**config.mk**
```make
export PLATFORM = sky130hd
export DESIGN_NAME = psum_accum
export DESIGN_NICKNAME = d
export VERILOG_FILES = /design/src/rtl/psum_accum_pkg.sv /design/src/rtl/psum_accum_sat.sv /design/src/rtl/psum_accum.sv
export SDC_FILE = /design/constraint.sdc
export NUM_CORES = 1
export LEC_CHECK = 0
export ABC_CLOCK_PERIOD_IN_PS = 6000
export BUFFER_PORTS_ARGS = -buffer_cell sky130_fd_sc_hd__buf_2
export CELL_PAD_IN_SITES_DETAIL_PLACEMENT = 2
export CELL_PAD_IN_SITES_GLOBAL_PLACEMENT = 2
export CORE_ASPECT_RATIO = 0.8
export CORE_MARGIN = 1
export CORE_UTILIZATION = 36
export CTS_BUF_LIST = sky130_fd_sc_hd__clkbuf_2 sky130_fd_sc_hd__clkbuf_4 sky130_fd_sc_hd__clkbuf_8
export CTS_CLUSTER_DIAMETER = 50
export DETAILED_ROUTE_END_ITERATION = 7
export PLACE_DENSITY_LB_ADDON = 0.1
export SYNTH_ARGS = -nofsm -noshare
export SYNTH_HDL_FRONTEND = slang
export SYNTH_SLANG_ARGS = --single-unit
```
**constraint.sdc**
```tcl
create_clock -name clk -period 6 [get_ports clk]
set_clock_uncertainty 0.05 [all_clocks]
set_input_delay 0 -clock clk [delete_from_list [all_inputs] [get_ports clk]]
set_output_delay 0 -clock clk [all_outputs]
set_load 0.02 [all_outputs]
```
**src/rtl/psum_accum_pkg.sv**
```systemverilog
// Shared constants and signed types for the partial-sum accumulator.
// Read by psum_accum and psum_sat; the PSUM_ACCUM_SAT_EN build option lives in those files.
package psum_pkg;
    localparam int BW      = 8;
    localparam int BW_PSUM = 2 * BW + 6;
    localparam int MAX_LEN = 16;
    localparam int LEN_BW  = 5;
    localparam int CNT_BW  = $clog2(MAX_LEN);
    localparam int ACC_BW  = BW_PSUM + $clog2(MAX_LEN);
    localparam int OUT_BW  = 24;

    typedef logic signed [BW_PSUM-1:0] psum_t;
    typedef logic signed [ACC_BW-1:0]  acc_t;
    typedef logic signed [OUT_BW-1:0]  out_t;

    // Zero is treated as one chunk; anything above MAX_LEN is clamped to MAX_LEN.
    function automatic logic [LEN_BW-1:0] clamp_len(input logic [LEN_BW-1:0] len);
        logic [LEN_BW-1:0] res;
        res = len;
        if (len == '0) begin
            res = LEN_BW'(1);
        end else if (len > LEN_BW'(MAX_LEN)) begin
            res = LEN_BW'(MAX_LEN);
        end
        return res;
    endfunction
endpackage

```
**src/rtl/psum_accum_sat.sv**
```systemverilog
// Accumulator-to-output converter: saturates when PSUM_ACCUM_SAT_EN is defined, else wraps.
// clamp_o reports that the value did not fit in OUT_BW bits.
module psum_sat
    import psum_pkg::*;
(
    input  acc_t acc_i,
    output out_t data_o,
    output logic clamp_o
);
    // The value fits only when every bit from OUT_BW-1 upward equals the sign bit.
    logic [ACC_BW-OUT_BW:0] top_bits;
    logic                   ovf_pos;
    logic                   ovf_neg;

    assign top_bits = acc_i[ACC_BW-1:OUT_BW-1];
    assign ovf_pos  = ~top_bits[ACC_BW-OUT_BW] & (|top_bits);
    assign ovf_neg  = top_bits[ACC_BW-OUT_BW] & ~(&top_bits);
    assign clamp_o  = ovf_pos | ovf_neg;

`ifdef PSUM_ACCUM_SAT_EN
    always_comb begin
        data_o = acc_i[OUT_BW-1:0];
        if (ovf_pos) begin
            data_o = {1'b0, {(OUT_BW-1){1'b1}}};
        end else if (ovf_neg) begin
            data_o = {1'b1, {(OUT_BW-1){1'b0}}};
        end
    end
`else
    assign data_o = acc_i[OUT_BW-1:0];
`endif
endmodule

```
**src/rtl/psum_accum.sv**
```systemverilog
// Two-stage accumulator: registers MAC partial sums and sums LEN of them per dot product.
// Defining PSUM_ACCUM_SAT_EN saturates the result and adds the sat_flag output.
module psum_accum
    import psum_pkg::*;
(
    input  logic               clk,
    input  logic               reset_n,
    input  logic [LEN_BW-1:0]  cfg_len,
    input  logic               in_valid,
    output logic               in_ready,
    input  logic [BW_PSUM-1:0] in_psum,
    output logic               out_valid,
    input  logic               out_ready,
    output logic [OUT_BW-1:0]  out_data,
`ifdef PSUM_ACCUM_SAT_EN
    output logic               sat_flag,
`endif
    output logic               busy
);
    logic [CNT_BW-1:0] cnt_q, cnt_d;
    logic [LEN_BW-1:0] len_q, len_d;
    psum_t             r1_psum_q, r1_psum_d;
    logic              r1_v_q, r1_v_d;
    logic              r1_first_q, r1_first_d;
    logic              r1_last_q, r1_last_d;
    acc_t              acc_q, acc_d;
    logic              out_valid_q, out_valid_d;
    out_t              out_data_q, out_data_d;
`ifdef PSUM_ACCUM_SAT_EN
    logic              sat_q, sat_d;
`endif

    logic              stall;
    logic              accept;
    logic [LEN_BW-1:0] len_sel;
    logic              is_last;
    acc_t              acc_base;
    acc_t              acc_n;
    out_t              conv_data;
    logic              conv_clamp;

    psum_sat u_sat (
        .acc_i   (acc_n),
        .data_o  (conv_data),
        .clamp_o (conv_clamp)
    );

    always_comb begin
        stall    = out_valid_q & ~out_ready;
        accept   = in_valid & ~stall;
        // A new group samples cfg_len now; later beats keep the length latched at its start.
        len_sel  = (cnt_q == '0) ? clamp_len(cfg_len) : len_q;
        is_last  = (LEN_BW'(cnt_q) == (len_sel - LEN_BW'(1)));
        acc_base = r1_first_q ? '0 : acc_q;
        acc_n    = acc_base + {{(ACC_BW-BW_PSUM){r1_psum_q[BW_PSUM-1]}}, r1_psum_q};

        cnt_d       = cnt_q;
        len_d       = len_q;
        r1_psum_d   = r1_psum_q;
        r1_v_d      = r1_v_q;
        r1_first_d  = r1_first_q;
        r1_last_d   = r1_last_q;
        acc_d       = acc_q;
        out_valid_d = out_valid_q;
        out_data_d  = out_data_q;
`ifdef PSUM_ACCUM_SAT_EN
        sat_d       = sat_q;
`endif

        if (!stall) begin
            r1_v_d = accept;
            if (accept) begin
                r1_psum_d  = in_psum;
                r1_first_d = (cnt_q == '0);
                r1_last_d  = is_last;
                cnt_d      = is_last ? '0 : cnt_q + CNT_BW'(1);
                len_d      = len_sel;
            end
            // Not stalled means any current result is being taken, so a new one lands bubble-free.
            out_valid_d = r1_v_q & r1_last_q;
            if (r1_v_q) begin
                acc_d = acc_n;
                if (r1_last_q) begin
                    out_data_d = conv_data;
`ifdef PSUM_ACCUM_SAT_EN
                    sat_d      = conv_clamp;
`endif
                end
            end
        end
    end

    always_ff @(posedge clk) begin
        if (!reset_n) begin
            cnt_q       <= '0;
            len_q       <= LEN_BW'(1);
            r1_psum_q   <= '0;
            r1_v_q      <= 1'b0;
            r1_first_q  <= 1'b0;
            r1_last_q   <= 1'b0;
            acc_q       <= '0;
            out_valid_q <= 1'b0;
            out_data_q  <= '0;
`ifdef PSUM_ACCUM_SAT_EN
            sat_q       <= 1'b0;
`endif
        end else begin
            cnt_q       <= cnt_d;
            len_q       <= len_d;
            r1_psum_q   <= r1_psum_d;
            r1_v_q      <= r1_v_d;
            r1_first_q  <= r1_first_d;
            r1_last_q   <= r1_last_d;
            acc_q       <= acc_d;
            out_valid_q <= out_valid_d;
            out_data_q  <= out_data_d;
`ifdef PSUM_ACCUM_SAT_EN
            sat_q       <= sat_d;
`endif
        end
    end

    assign in_ready  = ~stall;
    assign out_valid = out_valid_q;
    assign out_data  = out_data_q;
    assign busy      = (cnt_q != '0) | r1_v_q | out_valid_q;

`ifdef PSUM_ACCUM_SAT_EN
    assign sat_flag = sat_q;
`else
    logic unused_clamp;
    assign unused_clamp = conv_clamp;
`endif
endmodule

```
Yosys cells after proc, flatten, opt, wreduce, memory -nomap -nowiden
Cells that the tools add are included.

storage, ports and cells
  output and inout port bits = 27
  flip-flop bits (word level) = 85
  input port bits = 31
  logic and storage cells = 32

cells by class
  $lt $le $gt $ge = 1
  bitwise logic cells = 7
  eq/ne operators = 1
  add/subtract/negate cells = 3
  reduce and logical (&&, ||, !) cells = 6
  multiplexer cells = 5

operator list
  cell                 number
  $add 26x26->26       1
  $mux 26              1
  $mux 5               3
  $eq 4x5->1           1
  $gt 5x5->1 const B   1
  $logic_not 5->1      1
  $sub 5x1->5 const B  1
  $add 4x1->4 const B  1
  $logic_not 4->1      1
  $mux 4               1
  $reduce_and 2->1     2
  $reduce_bool 4->1    1
  $and 1x1->1          3
  $reduce_and 3->1     1
  $not 1->1            2
  $or 1x1->1           2

Longest topological paths before layout
Gate-level depths: netlist of the first run.

  word-level depth = 7
  gate-level depth with buffers = 11
  gate-level depth less buffers = 10

Modules after synthesis
Synthesis of the first run repeated with hierarchy kept, for this count alone.

second synthesis, totals
  cells, all modules = 657
  area total of the unflattened synthesis = 5104.9 µm²

by module, submodules not included
  module      times used  area an instance (µm²)  seq. area each (µm²)  cells an instance
  psum_accum  1           4904.7                  1701.6                630
  psum_sat    1           200.2                   0.0                   27

Worst setup path after synthesis of the first run
Ideal clock, no wire load.

  path kind = flip-flop to flip-flop
  start = reg r1_first_q
  end = reg out_data_q[22] (netlist: out_data[22])
  arrival time = 2.707 ns
  period minus slack after synthesis = 2.853 ns
  library setup time = 0.095 ns
  stages on the path, launching flop included = 12
  path buffers = 1
  slack = 3.147 ns
  required time = 5.855 ns
  path through = dfxtp_1 clkbuf_1 nor2b_1 ha_1 fa_1 a21oi_1 o21ai_1 a21o_1 a211oi_1 o311ai_1 a211o_1 o311ai_1

between the ends
  word-level cells in the longest chain between the ends = 2

RTL lines
  item                    RTL line           RTL
  start, declared         psum_accum.sv:24   logic r1_first_q, r1_first_d;
  start signal, assigned  psum_accum.sv:112  r1_first_q <= r1_first_d;
  $mux 26                 psum_accum.sv:54   acc_base = r1_first_q ? '0 : acc_q;
  $add 26x26->26          psum_accum.sv:55   acc_n = acc_base + {{(ACC_BW-BW_PSUM){r1_psum_q[BW_PSUM-1]}}, r1_psum_q};
  end signal, assigned    psum_accum.sv:116  out_data_q <= out_data_d;
  end, declared           psum_accum.sv:28   out_t out_data_q, out_data_d;

Every way passes these cells.
A chain may end at the register's enable or synchronous reset.

Final worst setup path of the first run
  start = reg r1_first_q
  end = reg acc_q[23]

between the ends
  word-level cells in the longest chain between the ends = 2

RTL lines
  item                  RTL line           RTL
  $mux 26               psum_accum.sv:54
  $add 26x26->26        psum_accum.sv:55
  end signal, assigned  psum_accum.sv:101  acc_q <= '0;
  end signal, assigned  psum_accum.sv:114  acc_q <= acc_d;
  end, declared         psum_accum.sv:26   acc_t acc_q, acc_d;

Every way passes these cells.

==> impl_metrics.py, run 1 <==
metrics = {
    "cells_and_area": {
        "final_core_util_pct": 43.8,
        "layout-drive-gt1-share_pct": 13.3,
        "insertedDiodeCount": 0,
        "finalNonFillerCells": 869,
        "syn2layout_area_growth_pct": 18.1,
        "final_cell_area_um2": 5660,
        "fin_nets": 747,
    },
    "global_route": {
        "grt.total_usage_pct": 24.9,
        "grt_util_met3_pct": 5.38,
        "grt_pass1_wl_mm": 26.3,
        "grt_overflow": 0,
        "grt_use_met2_pct": 43.2,
        "grt.busiest_layer": "met2",
        "grt_pass1_vias": 5202,
        "met1_usage_pct": 31.5,
        "antenna_found_initial": 0,
        "grt_max_degree": 43,
    },
    "clock_network": {
        "cts_tree": "yes",
        "numCtsBuffers": 9,
        "cts_buffer_depth": 2,
        "cts_resized": 0,
        "clock-sinks": 83,
        "clock_latency_ns": 0.39,
        "clk_pin_slew_ns": 0.11,
        "htree_levels": 3,
        "root_buffer": "clkbuf_8",
    },
    "setup_path": {
        "endpoint_kind": "flip-flop",
        "ff2ff_setup_slack_ns": 2.75,
        "criticalPathCategory": "flip-flop to flip-flop",
        "ff2ff_path_depth": 9,
        "crit-reg2reg-capture": "acc_q[23]",
        "cp_data_required_time_ns": 6.24,
        "cp.arrival_ns": 3.48,
        "timing.rr.start": "r1_first_q",
        "critPathMaxFanout": 21,
        "cp-endpoint": "acc_q[23]",
        "critPathLaunchType": "flip-flop",
        "startpoint": "r1_first_q",
    },
    "placed_design": {
        "gp_congestion": 0.778,
        "place_ws_ns": 2.80,
        "io_buffers": 57,
        "place_area_um2": 5200,
        "placed_cells": 825,
        "dp_hpwl_mm": 11.0,
    },
    "power": {
        "power_leakage_nw": 2.31,
        "total_power_mw": 1.21,
        "powerDensity_nw_per_um2": 214,
        "peakVddDrop_mv": 0.116,
    },
    "floorplan": {
        "die-area_um2": 13800,
        "die_h_um": 105,
        "start_util_pct": 37.1,
        "die_x_um": 131,
        "row_count": 37,
        "ioPinCount": 58,
        "core_area_um2": 12900,
    },
    "timing": {
        "hold_violations": 0,
        "slew_violations": 0,
        "worst_slew_pin_slew_ns": 1.15,
        "whs_ns": 0.0987,
        "fmax_mhz": 308,
        "slew_headroom_pct": 23.0,
        "postLayoutSetupSlackWorst_ns": 2.75,
        "finalSetupViolations": 0,
        "period_share_pct": 54.1,
        "period_minus_slack_ns": 3.25,
        "rsz0062_at_grt": "false",
        "fin_tns_setup_ns": 0,
    },
    "route": {
        "drt_iter0_drc": 125,
        "ant_nets": 0,
        "vias_per_cell": 5.57,
        "wl_mm": 16.2,
        "num_vias": 4836,
        "first_pass_iters": 4,
        "wire_per_inst_um": 18.7,
        "post-route-drc-count": 0,
    },
    "logic_synthesis": {
        "yosysUniqueCellTypes": 61,
        "synth_area_um2": 4790,
        "ys_ff_latch": 83,
        "netlist_instances": 619,
        "seq_area_frac_synth_pct": 34.7,
        "synth_fp_nets": 677,
        "synth_edf_count": 0,
        "synth-warning-count": 0,
        "syn_avg_cell_area_um2": 7.74,
        "synth-main-ff-cell": "dfxtp_1",
        "synthArstFlopShare_pct": 0,
    },
    "status": {
        "status": "completed",
    },
    "min_path": {
        "hold_class": "primary input to flip-flop",
    },
    "job": {
        "maxCapViolations": 0,
    },
}
## state kept, by name, indices dropped and copies added (netlist names)
signal      count
cnt_q           4
r1_last_q       1
r1_v_q          1
out_valid       1
r1_first_q      1
acc_q          24
r1_psum_q      22
len_q           5
out_data       24
## worst min path at each step
stage,start,to,cells after the start
after detailed placement,in_psum[4],r1_psum_q[4],3
after global placement,in_psum[15],r1_psum_q[15],3
after floorplan,in_psum[0],r1_psum_q[0],2
after CTS,reset_n,len_q[0],3
final,reset_n,len_q[0],3
after global routing,reset_n,len_q[0],3
## cell families after synthesis
logic type	count (synthesis)	synth area share, %
buffers and inverters	47	4.44
adders and majority gates	27	7.21
muxes	7	1.51
and+or+nand+nor	268	26.7
xor gates and xnor gates	14	2.56
DFF	83	34.7
AOI/OAI and AO/OA	173	22.9
## synthesized netlist by cell type, types with 6 or more instances
library cell	number	area [µm²]
nand2_1	127	477
dfxtp_1	83	1660
a21oi_1	74	370
nor2b_1	31	194
nand3_1	29	145
nor2_1	29	109
ha_1	26	325
clkbuf_1	24	90.1
o21ai_0	18	90.1
inv_1	12	45.0
nand4_1	11	68.8
a21o_1	9	67.6
xnor2_1	9	78.8
a211oi_1	8	60.1
a31oi_1	8	50.1
and2_1	8	50.1
o211ai_1	8	60.1
a211o_1	6	52.6
o21a_1	6	45.0
## power by group
part / switching, mW / internal (mW) / leakage (nW) / total (mW)
sequential: 0.0171 / 0.571 / 0.676 / 0.588
clock: 0.244 / 0.158 / 0.0884 / 0.401
combinational: 0.133 / 0.0864 / 1.55 / 0.220
total: 0.394 / 0.815 / 2.31 / 1.21
## cells in the final DEF (no fill, tap or decap), types with 3 or more instances in the layout
master         instances
nor3b_1                3
o211ai_1               8
inv_1                 11
or4_1                  3
o221ai_1               3
dfxtp_1               83
nand4_1               11
a21o_1                 9
buf_4                  9
nor3_1                 4
mux2i_1                5
nor2_1                29
dlygate4sd3_1         28
ha_1                  26
or3_1                  3
a211oi_1               8
and2_1                 8
o21a_1                 6
xnor2_1                9
o311ai_0               5
clkbuf_8               9
a211o_1                6
a21oi_1               74
nand2_1              127
buf_2                 57
nand2b_1               5
o21bai_1               5
a31oi_1                8
nor2b_1               31
nand3b_1               4
o21ai_0               18
nand3_1               29
o31ai_1                3
xor2_1                 5
o21ai_1                3
o311ai_1               3
## cell type report
type                       instances  area [µm²]
clock inverter                     7        61.3
timing repair buffer              94         633
fill                            1498        7250
sequential                        83        1660
inverter                          12        45.0
multi-input combinational        489        2920
tap                              175         219
clock buffer                       9         124
## worst max-delay path, cell delays in order (launching register included)
cell	delay (ns)
dfxtp_1	0.47
buf_4	0.33
nor2b_1	0.10
ha_1	0.46
nand4_2	0.17
or4_4	0.57
o211ai_4	0.26
mux2i_1	0.35
o32ai_1	0.16
o21bai_1	0.20
## per-layer routing
layer | vias up | share of wire [%]
li1 | 2324 | -
met2 | 57 | 49
met3 | 13 | 2.7
met5 | - | 0
met1 | 2442 | 47
met4 | 0 | 0.92
## timing repair
| item | in CTS | in global routing |
|---|---|---|
| setup buffers | 0 | 0 |
| hold buffers | 28 | 0 |
| endpoints found under the hold margin | 28 | 0 |
No activity file was read; power rests on OpenSTA's default activity.
==> inputs of run 2 (changes only) <==
--- a/config.mk
+++ b/config.mk
@@ -5,13 +5,13 @@
 export SDC_FILE = /design/constraint.sdc
 export NUM_CORES = 1
 export LEC_CHECK = 0
-export ABC_CLOCK_PERIOD_IN_PS = 6000
+export ABC_CLOCK_PERIOD_IN_PS = 2650
 export BUFFER_PORTS_ARGS = -buffer_cell sky130_fd_sc_hd__buf_2
 export CELL_PAD_IN_SITES_DETAIL_PLACEMENT = 2
 export CELL_PAD_IN_SITES_GLOBAL_PLACEMENT = 2
 export CORE_ASPECT_RATIO = 0.8
 export CORE_MARGIN = 1
-export CORE_UTILIZATION = 36
+export CORE_UTILIZATION = 32
 export CTS_BUF_LIST = sky130_fd_sc_hd__clkbuf_2 sky130_fd_sc_hd__clkbuf_4 sky130_fd_sc_hd__clkbuf_8
 export CTS_CLUSTER_DIAMETER = 50
 export DETAILED_ROUTE_END_ITERATION = 7
==> constraint.sdc (replaced) <==
create_clock -name clk -period 2.65 [get_ports clk]
set_clock_uncertainty 0.05 [all_clocks]
set_input_delay 0 -clock clk [delete_from_list [all_inputs] [get_ports clk]]
set_output_delay 0 -clock clk [all_outputs]
set_load 0.02 [all_outputs]
==> impl_metrics.py, run 2 (synthesis results as in run 1) <==
metrics = {
    "setup_path": {
        "cp_data_required_time_ns": 2.92,
        "cp.arrival_ns": 2.97,
        "ff2ff_setup_slack_ns": -0.06,
        "worst_path_largest_cell_delay_ns": 0.49,
        "critPathLaunchType": "flip-flop",
        "cp_num_buf_inv": 1,
        "criticalPathCategory": "flip-flop to flip-flop",
        "critPathMaxFanout": 6,
        "slowest_stage": "or4_4",
        "crit_family": "simple AND/OR/NAND/NOR gates",
        "path_cells": "buf_12 > nor2b_4 > ha_4 > o21a_1 > nor2_2 > or4_4 > o211ai_4 > mux2i_4 > or3_1 > a31oi_1",
        "endpoint_kind": "flip-flop",
    },
    "cells_and_area": {
        "layout_common_cells": "123 x nand2_1, 81 x dfxtp_1, 63 x a21oi_1",
        "insertedDiodeCount": 0,
        "finalNonFillerCells": 929,
        "final_core_util_pct": 45.3,
        "final_common_cell": "nand2_1",
        "fin_nets": 798,
        "regArea_um2": 1670,
        "multi_input_area_um2": 3340,
        "fill_cells": 1632,
        "layout-drive-gt1-share_pct": 27.5,
        "syn2layout_area_growth_pct": 36.7,
    },
    "power": {
        "total_power_mw": 2.93,
        "powerDensity_nw_per_um2": 448,
        "power_leakage_nw": 2.67,
        "peakVddDrop_mv": 0.256,
    },
    "clock_network": {
        "clock-sinks": 83,
        "root_buffer": "clkbuf_8",
        "clock_latency_ns": 0.39,
        "cts_tree": "yes",
        "cts_buffer_depth": 2,
        "clk_pin_slew_ns": 0.09,
        "numCtsBuffers": 9,
        "htree_levels": 3,
    },
    "global_route": {
        "grt_overflow": 0,
        "grt_pass1_vias": 5485,
        "grt_pass1_wl_mm": 28.4,
        "antenna_found_initial": 0,
        "grt_max_degree": 42,
        "grt.total_usage_pct": 23.2,
    },
    "floorplan": {
        "die_h_um": 111,
        "start_util_pct": 33.2,
        "die_x_um": 139,
        "ioPinCount": 58,
        "row_count": 39,
        "die-area_um2": 15500,
        "core_area_um2": 14400,
    },
    "route": {
        "num_vias": 5067,
        "wl_mm": 18.9,
        "vias_per_cell": 5.45,
        "first_pass_iters": 6,
        "ant_nets": 0,
        "drt_iter0_drc": 192,
        "post-route-drc-count": 4,
        "wire_per_inst_um": 20.3,
    },
    "timing": {
        "slew_violations": 0,
        "rsz0062_at_grt": "true",
        "finalSetupViolations": 6,
        "slew_headroom_pct": 61.7,
        "period_minus_slack_ns": 2.71,
        "fmax_mhz": 369,
        "hold_violations": 0,
        "period_share_pct": 102,
        "worst_slew_pin_slew_ns": 0.573,
        "postLayoutSetupSlackWorst_ns": -0.0585,
    },
    "placed_design": {
        "io_buffers": 57,
        "dp_hpwl_mm": 12.2,
        "gp_congestion": 0.824,
        "placed_cells": 872,
    },
    "status": {
        "status": "finished, violations left",
        "violations": "DRC, setup timing",
    },
    "min_path": {
        "hold_class": "primary input to flip-flop",
    },
    "job": {
        "maxCapViolations": 0,
    },
}
[run 2: final timing paths]
path / start / endpoint / cells after the start
worst max-delay path: r1_first_q / out_data[23] / 10
worst min-delay path: cfg_len[3] / len_q[3] / 4
worst max register to register: r1_first_q / out_data[23] / 10
worst min register to register: out_data[8] / out_data[8] / 2
[run 2: final cells by class]
cell class,instances,share of cell area [%]
Inverter,12,0.688
Clock buffer,10,2.10
Tap cell,184,3.51
Multi-Input combinational cell,489,51.0
Timing Repair Buffer,145,16.5
Clock inverter,6,0.745
Sequential cell,83,25.4
[run 2: stage by stage]
step,setup TNS [ns],setup WS (ns),area [µm²],hold WS [ns]
final,-0.188,-0.0585,6550,0.0383
after global routing,-1.64,-0.125,6550,0.0482
after CTS,-0.0314,-0.0287,6100,0.0222
after detailed placement,-0.958,-0.172,5550,0.198
after global placement,-0.0797,-0.0440,5550,0.189
after floorplan,0,0.0147,4820,0.0860
[run 2: timing repair]
action	in CTS	in global routing
pin swaps	5	37
cloned	0	1
hold buffers	27	0
resized for setup	20	71
setup buffers	2	11
setup endpoints to repair	20	33
hold endpoints to repair	28	0
[run 2: power by group]
part | total [mW] | internal [mW] | switching [mW]
Clock | 0.910 | 0.372 | 0.538
Combinational | 0.687 | 0.308 | 0.379
Sequential | 1.34 | 1.29 | 0.0416
Total | 2.93 | 1.97 | 0.958
[run 2: layer usage]
layer	global-route usage [%]	vias up	wire, µm
li1	-	2433	-
met1	29.5	2555	8720
met2	40.4	62	9450
met3	3.96	17	393
met4	6.22	0	286
met5	0	-	0
[run 2: worst min-delay path, cell delays in order]
cell and delay [ns]:
buf_2 0.12, nor2b_1 0.14, mux2i_1 0.13, nor2_1 0.05
